==> config.mk <==
export PLATFORM = sky130hd
export DESIGN_NAME = mem_arbiter
export DESIGN_NICKNAME = d
export VERILOG_FILES = /design/src/rtl/mem_arb_pkg.sv /design/src/rtl/mem_arbiter_rr_arb2.sv /design/src/rtl/mem_arbiter.sv
export SDC_FILE = /design/constraint.sdc
export NUM_CORES = 1
export LEC_CHECK = 0
export CAP_MARGIN = 10
export CORE_UTILIZATION = 47
export DETAILED_ROUTE_END_ITERATION = 10
export GPL_ROUTABILITY_DRIVEN = 0
export GPL_TIMING_DRIVEN = 1
export PLACE_DENSITY = 0.89
export SLEW_MARGIN = 20
export SYNTH_ARGS = -nofsm -noshare
export SYNTH_HDL_FRONTEND = slang
export SYNTH_SLANG_ARGS = --single-unit
==> constraint.sdc <==
create_clock -name clk -period 12.4 [get_ports clk]
set_clock_uncertainty 0.1 [all_clocks]
set_input_delay 1.24 -clock clk [delete_from_list [all_inputs] [get_ports clk]]
set_output_delay 1.24 -clock clk [all_outputs]
set_load 0.05 [all_outputs]
==> src/rtl/mem_arb_pkg.sv <==
// Shared encodings for the unified-memory arbiter: FSM states, access owner
// and the width of the latency down-counter.
package mem_arb_pkg;

    typedef enum logic [1:0] {
        IDLE  = 2'd0,
        ISSUE = 2'd1,
        WAIT  = 2'd2,
        RESP  = 2'd3
    } state_t;

    typedef enum logic {
        OWN_IF = 1'b0,
        OWN_D  = 1'b1
    } owner_t;

    localparam int CNT_W = 3;

endpackage

==> src/rtl/mem_arbiter_rr_arb2.sv <==
// Two-way round-robin pick: a lone requester wins, a tie goes to the port
// that did not win last time. req[0]/gnt[0] is fetch, req[1]/gnt[1] is data.
module rr_arb2
    import mem_arb_pkg::*;
(
    input  logic [1:0] req,
    input  owner_t     last,
    input  logic       en,
    output logic [1:0] gnt
);

    always_comb begin
        gnt = 2'b00;
        if (en) begin
            if (req == 2'b11) begin
                gnt = (last == OWN_D) ? 2'b01 : 2'b10;
            end else begin
                gnt = req;
            end
        end
    end

endmodule

==> src/rtl/mem_arbiter.sv <==
// Single-outstanding arbiter sharing one fixed-latency word memory between
// instruction fetch and load/store. Handshake is req & ready in IDLE only.
module mem_arbiter
    import mem_arb_pkg::*;
#(
    parameter int ADDR_W  = 8,
    parameter int MEM_LAT = 1
) (
    input  logic              clk,
    input  logic              reset,
    input  logic              if_req,
    input  logic [31:0]       if_addr,
    output logic              if_ready,
    output logic              if_rvalid,
    output logic [31:0]       if_rdata,
    input  logic              d_req,
    input  logic              d_we,
    input  logic [31:0]       d_addr,
    input  logic [31:0]       d_wdata,
    output logic              d_ready,
    output logic              d_rvalid,
    output logic [31:0]       d_rdata,
    output logic              mem_en,
    output logic              mem_we,
    output logic [ADDR_W-1:0] mem_addr,
    output logic [31:0]       mem_wdata,
    input  logic [31:0]       mem_rdata
);

    localparam logic [CNT_W-1:0] LAT_M1 = CNT_W'(MEM_LAT - 1);

    state_t              state_q, state_d;
    logic [CNT_W-1:0]    cnt_q, cnt_d;
    owner_t              last_q, last_d;
    owner_t              own_q, own_d;
    logic                we_q, we_d;
    logic [ADDR_W-1:0]   addr_q, addr_d;
    logic [31:0]         wdata_q, wdata_d;
    logic [31:0]         rdata_q, rdata_d;

    logic                mem_en_q, mem_en_d;
    logic                mem_we_q, mem_we_d;
    logic [ADDR_W-1:0]   mem_addr_q, mem_addr_d;
    logic [31:0]         mem_wdata_q, mem_wdata_d;
    logic                if_rvalid_q, if_rvalid_d;
    logic [31:0]         if_rdata_q, if_rdata_d;
    logic                d_rvalid_q, d_rvalid_d;
    logic [31:0]         d_rdata_q, d_rdata_d;

    logic [1:0]          gnt;
    logic                resp_d;

    // Byte-offset and upper address bits are intentionally dropped.
    logic                unused_addr_bits;
    assign unused_addr_bits = ^{if_addr[31:ADDR_W+2], if_addr[1:0],
                                d_addr[31:ADDR_W+2], d_addr[1:0]};

    rr_arb2 u_rr_arb2 (
        .req  ({d_req, if_req}),
        .last (last_q),
        .en   (state_q == IDLE),
        .gnt  (gnt)
    );

    assign if_ready = gnt[0];
    assign d_ready  = gnt[1];

    always_comb begin
        state_d = state_q;
        cnt_d   = cnt_q;
        last_d  = last_q;
        own_d   = own_q;
        we_d    = we_q;
        addr_d  = addr_q;
        wdata_d = wdata_q;
        rdata_d = rdata_q;

        case (state_q)
            IDLE: begin
                if (|gnt) begin
                    state_d = ISSUE;
                    last_d  = gnt[1] ? OWN_D : OWN_IF;
                    own_d   = gnt[1] ? OWN_D : OWN_IF;
                    we_d    = gnt[1] & d_we;
                    addr_d  = gnt[1] ? d_addr[ADDR_W+1:2] : if_addr[ADDR_W+1:2];
                    wdata_d = gnt[1] ? d_wdata : 32'h0;
                end
            end
            ISSUE: begin
                state_d = WAIT;
                cnt_d   = LAT_M1;
            end
            WAIT: begin
                // Memory data is valid during the final WAIT cycle.
                if (cnt_q == '0) begin
                    state_d = RESP;
                    rdata_d = mem_rdata;
                end else begin
                    cnt_d = cnt_q - 1'b1;
                end
            end
            RESP: begin
                state_d = IDLE;
            end
            default: begin
                state_d = IDLE;
            end
        endcase

        // All outputs are decoded from the next state so they leave flops.
        mem_en_d    = (state_d == ISSUE);
        mem_we_d    = mem_en_d & we_d;
        mem_addr_d  = mem_en_d ? addr_d : '0;
        mem_wdata_d = mem_en_d ? wdata_d : 32'h0;

        resp_d      = (state_d == RESP);
        if_rvalid_d = resp_d & (own_d == OWN_IF);
        d_rvalid_d  = resp_d & (own_d == OWN_D);
        if_rdata_d  = if_rvalid_d ? rdata_d : 32'h0;
        d_rdata_d   = (d_rvalid_d && !we_d) ? rdata_d : 32'h0;
    end

    always_ff @(posedge clk or posedge reset) begin
        if (reset) begin
            state_q     <= IDLE;
            cnt_q       <= '0;
            last_q      <= OWN_D;
            own_q       <= OWN_IF;
            we_q        <= 1'b0;
            addr_q      <= '0;
            wdata_q     <= 32'h0;
            rdata_q     <= 32'h0;
            mem_en_q    <= 1'b0;
            mem_we_q    <= 1'b0;
            mem_addr_q  <= '0;
            mem_wdata_q <= 32'h0;
            if_rvalid_q <= 1'b0;
            if_rdata_q  <= 32'h0;
            d_rvalid_q  <= 1'b0;
            d_rdata_q   <= 32'h0;
        end else begin
            state_q     <= state_d;
            cnt_q       <= cnt_d;
            last_q      <= last_d;
            own_q       <= own_d;
            we_q        <= we_d;
            addr_q      <= addr_d;
            wdata_q     <= wdata_d;
            rdata_q     <= rdata_d;
            mem_en_q    <= mem_en_d;
            mem_we_q    <= mem_we_d;
            mem_addr_q  <= mem_addr_d;
            mem_wdata_q <= mem_wdata_d;
            if_rvalid_q <= if_rvalid_d;
            if_rdata_q  <= if_rdata_d;
            d_rvalid_q  <= d_rvalid_d;
            d_rdata_q   <= d_rdata_d;
        end
    end

    assign mem_en    = mem_en_q;
    assign mem_we    = mem_we_q;
    assign mem_addr  = mem_addr_q;
    assign mem_wdata = mem_wdata_q;
    assign if_rvalid = if_rvalid_q;
    assign if_rdata  = if_rdata_q;
    assign d_rvalid  = d_rvalid_q;
    assign d_rdata   = d_rdata_q;

endmodule

# Word-level counts from Yosys, hierarchy flattened
# Index checks and enable logic that the tools add are counted.
dict set report totals {
  reg_bits 188
  input_bits 133
  wordCells 62
  output_inout_bits 110
}
dict set report op_classes {
  add_sub_neg 1
  reduce_logical 8
  n_mux 25
  n_bitwise 5
  eq_ne 7
}
# op count
set op_table {}
lappend op_table {{32-bit two-way mux} 8}
lappend op_table {{8-bit two-way mux} 4}
lappend op_table {{2-bit two-way mux} 5}
lappend op_table {{2-bit equality test (second input constant)} 4}
lappend op_table {{2-bit one-hot mux with 4 select lines} 1}
lappend op_table {{3-bit one-hot mux with 2 select lines} 1}
lappend op_table {{1-bit two-way mux} 5}
lappend op_table {{1-bit bitwise AND} 4}
lappend op_table {{2-bit by 1-bit equality test with 1-bit output (second input constant)} 2}
lappend op_table {{2-bit AND reduction} 2}
lappend op_table {{3-bit zero test} 1}
lappend op_table {{3-bit two-way mux} 1}
lappend op_table {{3-bit by 1-bit subtractor with 3-bit output (second input constant)} 1}
lappend op_table {{2-bit zero test} 1}
lappend op_table {{2-bit != test (second input constant)} 1}
lappend op_table {{2-bit nonzero test} 1}
lappend op_table {{2-bit OR reduction} 1}
lappend op_table {{1-bit logical AND} 1}
lappend op_table {{1-bit zero test} 1}
lappend op_table {{1-bit NOT} 1}

# Longest topological paths before layout
dict set report logic_depth {
  word_depth 10
  depth_mapped 8
  mapped_depth_nobuf 7
}

# By module
# Synthesis repeated with hierarchy kept, for this count alone.
dict set report hier_totals {
  cells_unflattened 512
  area_unflattened_um2 6830.3
}
# mod seq_area_each_um2 cells_each n_inst area_per_inst_um2
set modules_own_cells {}
lappend modules_own_cells {mem_arbiter 4705.8 507 1 6809.0}
lappend modules_own_cells {rr_arb2 0.0 5 1 21.3}

# Worst setup path after synthesis
# No wires, ideal clock.
dict set report synth_timing {
  kind {in2out}
  from {input port d_req}
  to {output port d_ready}
  t_required_ns 11.060
  path_buffers 1
  arrival_time_ns 1.934
  path_slack_ns 9.126
  stages 4
  path_cell_list {and2_1 nand2_2 inv_2 buf_2}
}
dict set report synth_between {
  elab_chain_cells 3
}
# item line
set synth_lines {}
lappend synth_lines {{from (decl)} mem_arbiter.sv:16} ;# input logic d_req,
lappend synth_lines {{2-bit equality test} mem_arbiter_rr_arb2.sv:15} ;# if (req == 2'b11) begin
lappend synth_lines {{2-bit two-way mux (*)} mem_arbiter_rr_arb2.sv:15}
lappend synth_lines {{2-bit two-way mux (*)} mem_arbiter_rr_arb2.sv:14} ;# if (en) begin
lappend synth_lines {{to (decl)} mem_arbiter.sv:20} ;# output logic d_ready,
# Every way passes the cells marked *; elsewhere a longest branch is shown, timed or not.

# Worst setup path after layout
# Same ends and word-level chain as after synthesis.

==> flow_metrics.env <==
export IMPL_status="completed"
export IMPL_seq_area_frac_synth_pct=72.38
export IMPL_post_route_drc_count=0
export IMPL_cp_required_ns=11.06
export IMPL_netlist_instances=478
export IMPL_vias_per_cell=4.925
export IMPL_core_mm2=0.01335
export IMPL_die_area_mm2=0.01431
export IMPL_final_net_count=814
export IMPL_final_common_cell="clkdlybuf4s50_1"
export IMPL_gr_usage_all_layers_pct=21.03
export IMPL_crit_fanout=33
export IMPL_met2_usage_pct=34.61
export IMPL_ant_nets=0
export IMPL_seq_area_mm2=0.004706
export IMPL_maxSlewHeadroom_pct=28.04
export IMPL_grt_overflow_total=0
export IMPL_fill_cells=924
export IMPL_met1_usage_pct=24.84
export IMPL_ios=243
export IMPL_finalSetupViolCount=0
export IMPL_numCtsBuffers=17
export IMPL_crit_type="in2out"
export IMPL_r2r_start="state_q[0]$_DFF_PP0_"
export IMPL_whs_ns=0.3952
export IMPL_min_delay_start="wdata_q[27]$_DFF_PP0_"
export IMPL_io_buffers=194
export IMPL_die_w_um=119.6
export IMPL_synth_cell_types=33
export IMPL_tns_ns=0
export IMPL_drive_above_1_share_pct=7.558
export IMPL_dp_hpwl_um=9409
export IMPL_stdcell_count=864
export IMPL_antenna_found_initial=0
export IMPL_end_kind="output port"
export IMPL_cts_path_max_buffers=2
export IMPL_ir_drop_mv=0.1461
export IMPL_max_freq_ghz=0.2034
export IMPL_clkLatencyLatePin_ns=0.41
export IMPL_layout_common_cells="194 x clkdlybuf4s50_1, 187 x dfrtp_1, 67 x nor2_1"
export IMPL_dr_pass1_iters=6
export IMPL_hold_path_class="reg2reg"
export IMPL_clk_pin_slew_ns=0.06
export IMPL_wl_per_cell_um=16.11
export IMPL_rsz0062_at_grt="false"
export IMPL_grt_pass1_wl_um=23140
export IMPL_crit_arrival_ns=3.58
export IMPL_worst_pin_slew_ns=1.076
export IMPL_die_h_um=119.6
export IMPL_syn_num_nets=617
export IMPL_cts_root_buf="clkbuf_16"
export IMPL_top_usage_layer="met2"
export IMPL_fin_crit_sh_pct=39.64
export IMPL_synth_warnings=0
export IMPL_p_leak_nw=4.527
export IMPL_multi_input_area_mm2=0.001541
export IMPL_maxCapViolCount=0
export IMPL_start_kind="input pin"
export IMPL_yosys_register_bits=188
export IMPL_std_cell_rows=42
export IMPL_worstSetupStartpoint="d_req"
export IMPL_clock_sinks=188
export IMPL_ctsHoldBuffers=0
export IMPL_vias=4255
export IMPL_cts_setup_buffers=0
export IMPL_p_per_area_mw_per_mm2=289.5
export IMPL_grt_pass1_vias=4678
export IMPL_synthesis_area_mm2=0.006501
export IMPL_start_util_pct=48.71
export IMPL_syn_area_per_cell_um2=13.60
export IMPL_fin_crit_ns=4.915
export IMPL_use_met3_pct=8.413
export IMPL_cts_tree="yes"
export IMPL_routed_wirelength_um=13920
export IMPL_htree_num_levels=4
export IMPL_maxSlewViolCount=0
export IMPL_dp_cells=832
export IMPL_drt_iter0_drc=231
export IMPL_ctsResizeCount=0
export IMPL_n_antenna_cell=0
export IMPL_grt_max_degree=117
export IMPL_area_growth_pct=42.15
export IMPL_hold_viol=0
-- cell usage after synthesis --
cell type	n	area, µm²
dfrtp_1	187	4679
nor2_1	67	251.5
inv_1	42	157.7
and2_1	41	256.5
mux2i_1	33	330.3
a22o_1	32	280.3
buf_2	18	90.09
nand2b_1	10	62.56
o221a_2	8	90.09
ha_1	6	75.07
nand2_1	5	18.77
a31oi_1	3	18.77
clkbuf_1	3	11.26
a21o_1	2	15.01
a21oi_1	2	10.01
and3_1	2	12.51
a32o_1	1	10.01
a32oi_1	1	8.760
dfstp_2	1	26.28
inv_2	1	3.750
nand2_2	1	6.260
nand3_1	1	5.000
nand3b_1	1	7.510
nand4_1	1	6.260
nor2b_1	1	6.260
nor3_1	1	5.000
nor3_2	1	10.01
nor4_1	1	6.260
nor4bb_1	1	10.01
o21ai_0	1	5.000
o21ai_2	1	8.760
o31ai_1	1	7.510
xnor2_1	1	8.760
-- registers in the layout, summed over array words and instances, names as in the netlist --
name       cells
addr_q         8
if_rdata      32
rdata_q       32
mem_en         1
cnt_q          3
mem_addr       8
d_rdata       32
mem_wdata     32
wdata_q       32
we_q           1
d_rvalid       1
own_q          1
mem_we         1
if_rvalid      1
state_q        2
last_q         1
-- logic make-up after synthesis --
group | synth area share (%)
flip-flops | 72.38
AND/OR/NAND/NOR | 10.22
buffers and inverters | 4.042
AO/OA/AOI/OAI | 6.986
multiplexers | 5.081
adder cells (fa/ha/maj) | 1.155
XOR/XNOR | 0.1347
-- critical path: stages --
cell             delay (ns)
clkdlybuf4s50_1        0.54
and2_1                 0.23
nand2_2                0.17
inv_2                  0.46
clkdlybuf4s50_1        0.92
-- metrics by stage --
step / power [W] / util [%] / setup slack, ns / area, µm²
floorplan: 0.001737 / - / 5.948 / 6501
CTS: 0.002698 / 69.22 / 7.479 / 9239
detailed placement: 0.002134 / 64.59 / 7.503 / 8621
finish: 0.002676 / 69.24 / 7.485 / 9241
global placement: 0.002076 / 64.47 / 7.579 / 8606
global route: 0.002816 / 69.24 / 7.360 / 9241
-- worst paths after layout --
| kind | depth (start not counted) | to | slack, ns |
|---|---|---|---|
| max in group asynchronous | 3 | rdata_q[23]$_DFF_PP0_ | 9.50 |
| worst min-delay path | 1 | wdata_q[27]$_DFF_PP0_ | 0.40 |
| worst max-delay path | 5 | d_ready | 7.48 |
| min in group asynchronous | 2 | mem_wdata[16]$_DFF_PP0_ | 1.25 |
| worst min register to register | 1 | wdata_q[27]$_DFF_PP0_ | 0.40 |
| worst max register to register | 8 | mem_wdata[17]$_DFF_PP0_ | 9.75 |
-- power breakdown --
part	switching, W	internal [W]	total, W
combinational	0.000786	0.000411	0.00120
clock	0.000222	0.000329	0.000552
sequential	0.0000753	0.000852	0.000927
-- area by class of cell --
class | count | area share [%]
Tap cell | 176 | 2.383
Clock buffer | 19 | 4.901
Clock inverter | 13 | 1.787
Multi-Input combinational cell | 226 | 16.68
Timing Repair Buffer | 199 | 21.50
Sequential cell | 188 | 50.92
Inverter | 43 | 1.828
-- metal layers --
metal | share of wire, % | wire length [µm]
met1 | 40 | 5544
met2 | 49 | 6792
met3 | 9.8 | 1364
met4 | 1.6 | 217
met5 | 0 | 0
No activity file was read; power rests on OpenSTA's default activity.
